### config.mk
export PLATFORM = sky130hd
export DESIGN_NAME = round_robin_mux_arbiter
export DESIGN_NICKNAME = d
export VERILOG_FILES = /design/src/rtl/round_robin_mux_arbiter_pkg.sv /design/src/rtl/mux_m_to_1.sv /design/src/rtl/round_robin_mux_arbiter.sv
export SDC_FILE = /design/constraint.sdc
export NUM_CORES = 1
export LEC_CHECK = 0
export CAP_MARGIN = 20
export CORE_ASPECT_RATIO = 0.7
export CORE_UTILIZATION = 40
export DETAILED_ROUTE_END_ITERATION = 12
export PLACE_DENSITY = 0.67
export REMOVE_ABC_BUFFERS = 1
export SLEW_MARGIN = 25
export SYNTH_ARGS = -nofsm -noshare
export SYNTH_HDL_FRONTEND = slang
export SYNTH_SLANG_ARGS = --single-unit
### constraint.sdc
create_clock -name clk -period 2.4 [get_ports clk]
set_input_delay 0.6 -clock clk [delete_from_list [all_inputs] [get_ports clk]]
set_output_delay 0.6 -clock clk [all_outputs]
set_load 0.05 [all_outputs]
### src/rtl/round_robin_mux_arbiter_pkg.sv
// Shared definitions for the round-robin mux arbiter: state encoding and
// default parameter values.
package round_robin_mux_arbiter_pkg;

  // IDLE: nobody owns the mux; BUSY: exactly one requester owns it.
  typedef enum logic {
    IDLE = 1'b0,
    BUSY = 1'b1
  } state_t;

  localparam int default_number_of_input  = 4;
  localparam int default_number_of_select = 2;
  localparam int default_max_hold         = 4;

endpackage

### src/rtl/mux_m_to_1.sv
// Plain M-to-1 single-bit multiplexer: y = in[select].
module mux_m_to_1 #(
  parameter int number_of_input  = 4,
  parameter int number_of_select = 2
) (
  input  logic [number_of_select-1:0] select,
  input  logic [number_of_input-1:0]  in,
  output logic                        y
);

  assign y = in[select];

endmodule

### src/rtl/round_robin_mux_arbiter.sv
// Round-robin arbiter that hands a single-bit mux to one requester at a time,
// limiting each owner to max_hold consecutive cycles while others wait.
module round_robin_mux_arbiter
  import round_robin_mux_arbiter_pkg::*;
#(
  parameter int number_of_input  = default_number_of_input,
  parameter int number_of_select = default_number_of_select,
  parameter int max_hold         = default_max_hold
) (
  input  logic                        clk,
  input  logic                        reset,
  input  logic [number_of_input-1:0]  req,
  input  logic [number_of_input-1:0]  in,
  output logic [number_of_input-1:0]  grant,
  output logic [number_of_select-1:0] select,
  output logic                        valid,
  output logic                        y
);

  localparam int hold_width = $clog2(max_hold + 1);
  localparam logic [hold_width-1:0]       hold_limit = hold_width'(max_hold);
  localparam logic [hold_width-1:0]       hold_one   = hold_width'(1);
  localparam logic [number_of_select-1:0] sel_one    = number_of_select'(1);
  localparam logic [number_of_input-1:0]  grant_one  = number_of_input'(1);

  state_t                        state, state_next;
  logic [number_of_input-1:0]    grant_next;
  logic [number_of_select-1:0]   select_next;
  logic                          valid_next;
  logic [hold_width-1:0]         hold_cnt, hold_next;
  logic [number_of_select-1:0]   ptr, ptr_next;
  logic [number_of_select-1:0]   winner;
  logic                          any_req, owner_req, other_req;
  logic                          take_winner, go_idle;
  logic                          mux_y;

  // Winner: first asserted request scanning ptr, ptr+1, ... (wraps because
  // the index is exactly number_of_select bits wide and N is a power of two).
  // Scanning downward lets the lowest offset overwrite, so no break is needed.
  always_comb begin
    winner = '0;
    for (int i = number_of_input - 1; i >= 0; i--) begin
      if (req[ptr + number_of_select'(i)]) winner = ptr + number_of_select'(i);
    end
  end

  assign any_req   = |req;
  assign owner_req = req[select];
  // grant is zero in IDLE, so this is "anyone but the current owner" in BUSY.
  assign other_req = |(req & ~grant);

  // Next-state and next-output decode. In BUSY ptr always equals owner+1,
  // so the scan naturally puts the current owner last.
  always_comb begin
    // NOTE: every signal gets a default before the case so no path leaves it
    // unassigned, which would otherwise infer a latch.
    state_next  = state;
    grant_next  = grant;
    select_next = select;
    valid_next  = valid;
    hold_next   = hold_cnt;
    ptr_next    = ptr;
    take_winner = 1'b0;
    go_idle     = 1'b0;

    case (state)
      IDLE: take_winner = any_req;
      BUSY: begin
        if (!owner_req) begin
          // Owner released: hand over directly, or fall idle.
          if (other_req) take_winner = 1'b1;
          else           go_idle     = 1'b1;
        end else if (hold_cnt < hold_limit) begin
          hold_next = hold_cnt + hold_one;
        end else if (other_req) begin
          take_winner = 1'b1;
        end else begin
          hold_next = hold_one;
        end
      end
    endcase

    if (take_winner) begin
      state_next  = BUSY;
      grant_next  = grant_one << winner;
      select_next = winner;
      valid_next  = 1'b1;
      hold_next   = hold_one;
      ptr_next    = winner + sel_one;
    end

    if (go_idle) begin
      state_next  = IDLE;
      grant_next  = '0;
      select_next = '0;
      valid_next  = 1'b0;
      hold_next   = '0;
    end
  end

  // State and output registers with synchronous active-high reset.
  always_ff @(posedge clk) begin
    // NOTE: non-blocking assignments so every register samples the
    // pre-edge values, independent of statement order.
    if (reset) begin
      state    <= IDLE;
      grant    <= '0;
      select   <= '0;
      valid    <= 1'b0;
      hold_cnt <= '0;
      ptr      <= '0;
    end else begin
      state    <= state_next;
      grant    <= grant_next;
      select   <= select_next;
      valid    <= valid_next;
      hold_cnt <= hold_next;
      ptr      <= ptr_next;
    end
  end

  mux_m_to_1 #(
    .number_of_input (number_of_input),
    .number_of_select(number_of_select)
  ) u_mux (
    .select(select),
    .in    (in),
    .y     (mux_y)
  );

  assign y = valid & mux_y;

endmodule
### After elaboration in Yosys (flattened, before gate mapping)

Cells that the tools add are included.
W data, S select, Z words.

* add/sub/neg operators: 5
* magnitude comparators: 6
* equality and inequality tests: 2
* shifts and indexed selects: 1
* mux-type cells: 28
* bitwise gates (word level): 4
* reduce and logical (&&, ||, !) cells: 8

Operators by type and width (count)
* $lt A2 B3 Y1 const B: 5
* $mux W1: 15
* $bmux W1 S2: 6
* $mux W2: 4
* $reduce_or A4 Y1: 2
* $mux W3: 2
* $reduce_and A3 Y1: 2
* $add A2 B1 Y2 const B: 2
* $add A2 B2 Y2 const B: 2
* $and A4 B4 Y4: 1
* $not A4 Y4: 1
* $reduce_bool A2 Y1: 2
* $shl A1 B2 Y4 const A: 1
* $add A3 B1 Y3 const B: 1
* $lt A3 B3 Y1 const B: 1
* $ne A3 B1 Y1 const B: 1
* $reduce_or A3 Y1: 1
* $ne A2 B1 Y1 const B: 1
* $pmux W1 S2: 1
* $reduce_or A2 Y1: 1
* $and A1 B1 Y1: 1
* $not A1 Y1: 1

* register bits: 12
* word-level logic and storage cells: 60

### Depth between registers and ports, before layout

Gate-level depths: netlist of the first run.

* depth after elaboration: 9
* gate-level depth with buffers: 7

### By module

Synthesis of the first run repeated with hierarchy kept, for this count alone.

* cells, all modules: 78
* area, all modules: 773.2 µm²

By module, submodules not included
* round_robin_mux_arbiter: times used 1, cells each 77, area an instance 750.7 µm², seq. area each 240.2 µm²
* mux_m_to_1: times used 1, cells each 1, area an instance 22.5 µm², seq. area each 0.0 µm²

### Least setup slack after synthesis of the first run

OpenSTA, ideal clock, no wires.

* kind: register to output
* start: register select[0]
* end: output y
* data arrival time: 1.595 ns
* required time: 1.800 ns
* path slack: 0.205 ns
* stages on the path, launching flop included: 3
* buffers on the path: 0
* cells stage by stage: dfxtp_1 -> mux4_2 -> and2_1

* word-level cells in the longest chain between the ends: 3

RTL lines
* from (decl): line round_robin_mux_arbiter.sv:15 `output logic [number_of_select-1:0] select,`
* from (signal assigned): line round_robin_mux_arbiter.sv:115 `select <= select_next;`
* $bmux W1 S2: line mux_m_to_1.sv:11 `assign y = in[select];`
* $mux W1 (not written as such): line mux_m_to_1.sv:11
* $and A1 B1 Y1: line round_robin_mux_arbiter.sv:131 `assign y = valid & mux_y;`
* to (decl): line round_robin_mux_arbiter.sv:17 `output logic y`

Every way passes these cells. The select of a mux whose other input is x is not followed.

### Final worst setup path of the first run

* start: input in[1]
* end: output y

* word-level cells in the longest chain between the ends: 3

RTL lines
* from (decl): line round_robin_mux_arbiter.sv:13 `input logic [number_of_input-1:0] in,`
* $bmux W1 S2: line mux_m_to_1.sv:11
* $mux W1 (not written as such): line mux_m_to_1.sv:11
* $and A1 B1 Y1: line round_robin_mux_arbiter.sv:131

Every way passes these cells. The select of a mux whose other input is x is not followed.

==> flow_summary.json, run 1 <==
{
  "synth_commonest_cells": "dfxtp_1 (12), nor2_1 (10), mux2i_1 (9)",
  "gp_congestion": 0.7859,
  "wire_per_inst_um": 12.59,
  "grt_overflow": 0,
  "die_h_um": 38.25,
  "min_from": "ptr[0]$_SDFFE_PP0P_",
  "ir_drop_mv": 0.4373,
  "post-dp-hpwl_um": 1269,
  "grt_pass1_wl_um": 2428,
  "required_ps": 1800,
  "fillers": 151,
  "cts_setup_buffers": 0,
  "power_density_nw_per_um2": 683.0,
  "crit_path_max_incr_delay_ps": 450,
  "finClkSkew_ps": 0.5016,
  "cts_made_buffers": 3,
  "grt_use_total_pct": 17.15,
  "fin_ws_ps": 35.07,
  "root_buffer": "clkbuf_4",
  "async_flop_share_pct": 0,
  "yosysSeqAreaShare_pct": 32.00,
  "r2r_cells": 5,
  "finish.utilization_pct": 60.89,
  "slew_headroom_pct": 67.05,
  "final_layout_size_suffix_gt1_share_pct": 19.42,
  "ys.flop_type": "dfxtp_1",
  "cts_hold_buffers": 0,
  "die_area_sq_um": 2057,
  "path_clk_slew_ps": 70,
  "min_to": "ptr[0]$_SDFFE_PP0P_",
  "crit_arrival_ps": 1760,
  "grt_pass1_vias": 568,
  "critical_path_buf_inv_count": 2,
  "crit_slowest_cell": "mux4_2",
  "rows": 12,
  "critical_path_class": "in2out",
  "io_pins": 18,
  "drv_slew": 0,
  "yosysTopAreaCellShare_pct": 32.00,
  "rsz0062_at_grt": "no",
  "p_leak_nw": 0.4257,
  "vias": 630,
  "ys_ff_latch": 12,
  "hp-class": "reg2reg",
  "initial_core_util_pct": 45.05,
  "nNetsFinal": 119,
  "cp-start-kind": "primary input",
  "grt_max_degree": 12,
  "coreArea_sq_um": 1667,
  "r2r-start": "select[1]$_SDFFE_PP0P_",
  "syn_area_sq_um": 750.7,
  "yosys-top-cells-area": "dfxtp_1 (32%), mux2i_1 (12%), ha_1 (8.3%)",
  "cp_cell_sequence": "clkdlybuf4s50_1, mux4_2, and2_4, buf_8",
  "grt_antenna_before_repair": 0,
  "ant_nets": 0,
  "hold_viol": 0,
  "setup_viol": 0,
  "finalCritPeriodShare_pct": 98.54,
  "ys_types": 32,
  "avgSynthCellArea_sq_um": 9.625,
  "numClockSinks": 12,
  "syn_inst": 78,
  "insertion_delay_ps": 260,
  "synth_edf_count": 0,
  "drv_cap": 0,
  "port_buffers": 17,
  "cts_tree": "built",
  "layout-area-overhead-vs-synth_pct": 35.17,
  "synth_top_area_cell": "dfxtp_1",
  "critPathTopFamily": "buffers and inverters",
  "yosysWarnings": 0,
  "place_ws_ps": -22.00,
  "cts-resized-gates": 3,
  "drt_iter0_drc": 10,
  "worstMarginPinSlew_ps": 492.7,
  "status": "completed",
  "fp.dieW_um": 53.78,
  "timing.final.crit_period_ps": 2365,
  "fmax_ghz": 0.4228,
  "cp-end-kind": "primary output",
  "synth_most_common_cell": "dfxtp_1",
  "whs_ps": 511.4,
  "wirelength_um": 1561,
  "detail_route.vias_per_cell": 5.081,
  "tns_ps": 0,
  "reg2reg_slack_ps": 710,
  "r2r_end": "grant[0]$_SDFFE_PP0P_",
  "antenna_cells": 0,
  "drt_pass1_iterations": 4,
  "worst_hold_path.num_cells": 2,
  "drc_errors": 0,
  "cp_max_fo": 1,
  "htreeDepth": 1,
  "power.total_uw": 693.0,
  "clockBufferDepth": 2
}
worst min-delay path, delay by kind of cell (launching register included):
kind	cells	cell delay (ps)
AOI/OAI and AO/OA	1	60
buffers and inverters	1	80
DFF	1	330
worst max-delay path by stage:
| stage | start | to | slack [ps] | cells after the start |
|---|---|---|---|---|
| 2_1_floorplan | select[0]$_SDFFE_PP0P_ | y | 210 | 2 |
| 3_3_place_gp | in[3] | y | 10 | 4 |
| 3_5_place_dp | in[1] | y | -20 | 4 |
| 4_1_cts | in[1] | y | 20 | 4 |
| 5_1_grt | in[1] | y | 1 | 4 |
| 6_report | in[1] | y | 40 | 4 |
report_power, final:
part           switching [mW]  internal (mW)  total (mW)
Sequential             0.0296          0.224       0.254
Combinational           0.154          0.129       0.283
Clock                  0.0646         0.0921       0.157
Total                   0.248          0.445       0.693
sequential cells by signal (all words and copies together), names as in the netlist:
name and count:
grant 4, hold_cnt 3, ptr 2, select 2, state 1
per-layer routing:
layer / up-vias / track usage (%) / wire length (um)
met2: 11 / 27.78 / 689
met4: 0 / 5.921 / 4
met5: - / 0 / 0
met1: 291 / 22.46 / 802
met3: 2 / 3.571 / 66
li1: 326 / - / -
through the flow:
stage	std cells	area [sq um]
5_1_grt	124	1015
3_5_place_dp	120	968.4
3_3_place_gp	120	968.4
2_1_floorplan	75	721.9
4_1_cts	124	1015
6_report	124	1015
cell type report:
cell class,instances,area [sq um],share of cell area [%]
clock buffer,4,36.28,3.576
timing repair buffer,24,227.7,22.44
sequential,12,240.2,23.67
multi-input combinational,58,465.4,45.87
inverter,5,18.77,1.850
tap,21,26.28,2.589
layout by cell type, fill, tap and decap left out, types with 3 or more instances in the layout:
master	instances
buf_4	7
nand2b_1	4
clkbuf_4	3
a21oi_1	5
mux2i_1	9
ha_1	5
inv_1	4
nor2_1	10
dfxtp_1	12
clkdlybuf4s50_1	16
cells by family (layout without fill, tap and decap cells):
group                    after synthesis  in the layout  synth area share [%]
AND/OR/NAND/NOR                       23             23                 15.33
AO/OA/AOI/OAI                         18             18                 20.00
multiplexers                          12             12                 18.00
flip-flops                            12             12                 32.00
buffers and inverters                  8             33                 6.331
adder cells (fa/ha/maj)                5              5                 8.333
Note: power is estimated with default switching activity, not from simulation.
==> inputs of run 2 (changes only) <==
--- a/config.mk
+++ b/config.mk
@@ -5,6 +5,7 @@
 export SDC_FILE = /design/constraint.sdc
 export NUM_CORES = 1
 export LEC_CHECK = 0
+export ABC_AREA = 0
 export CAP_MARGIN = 20
 export CORE_ASPECT_RATIO = 0.7
 export CORE_UTILIZATION = 40
==> results of run 2 <==
The final DEF is identical to that of run 1; final timing and power are the same.
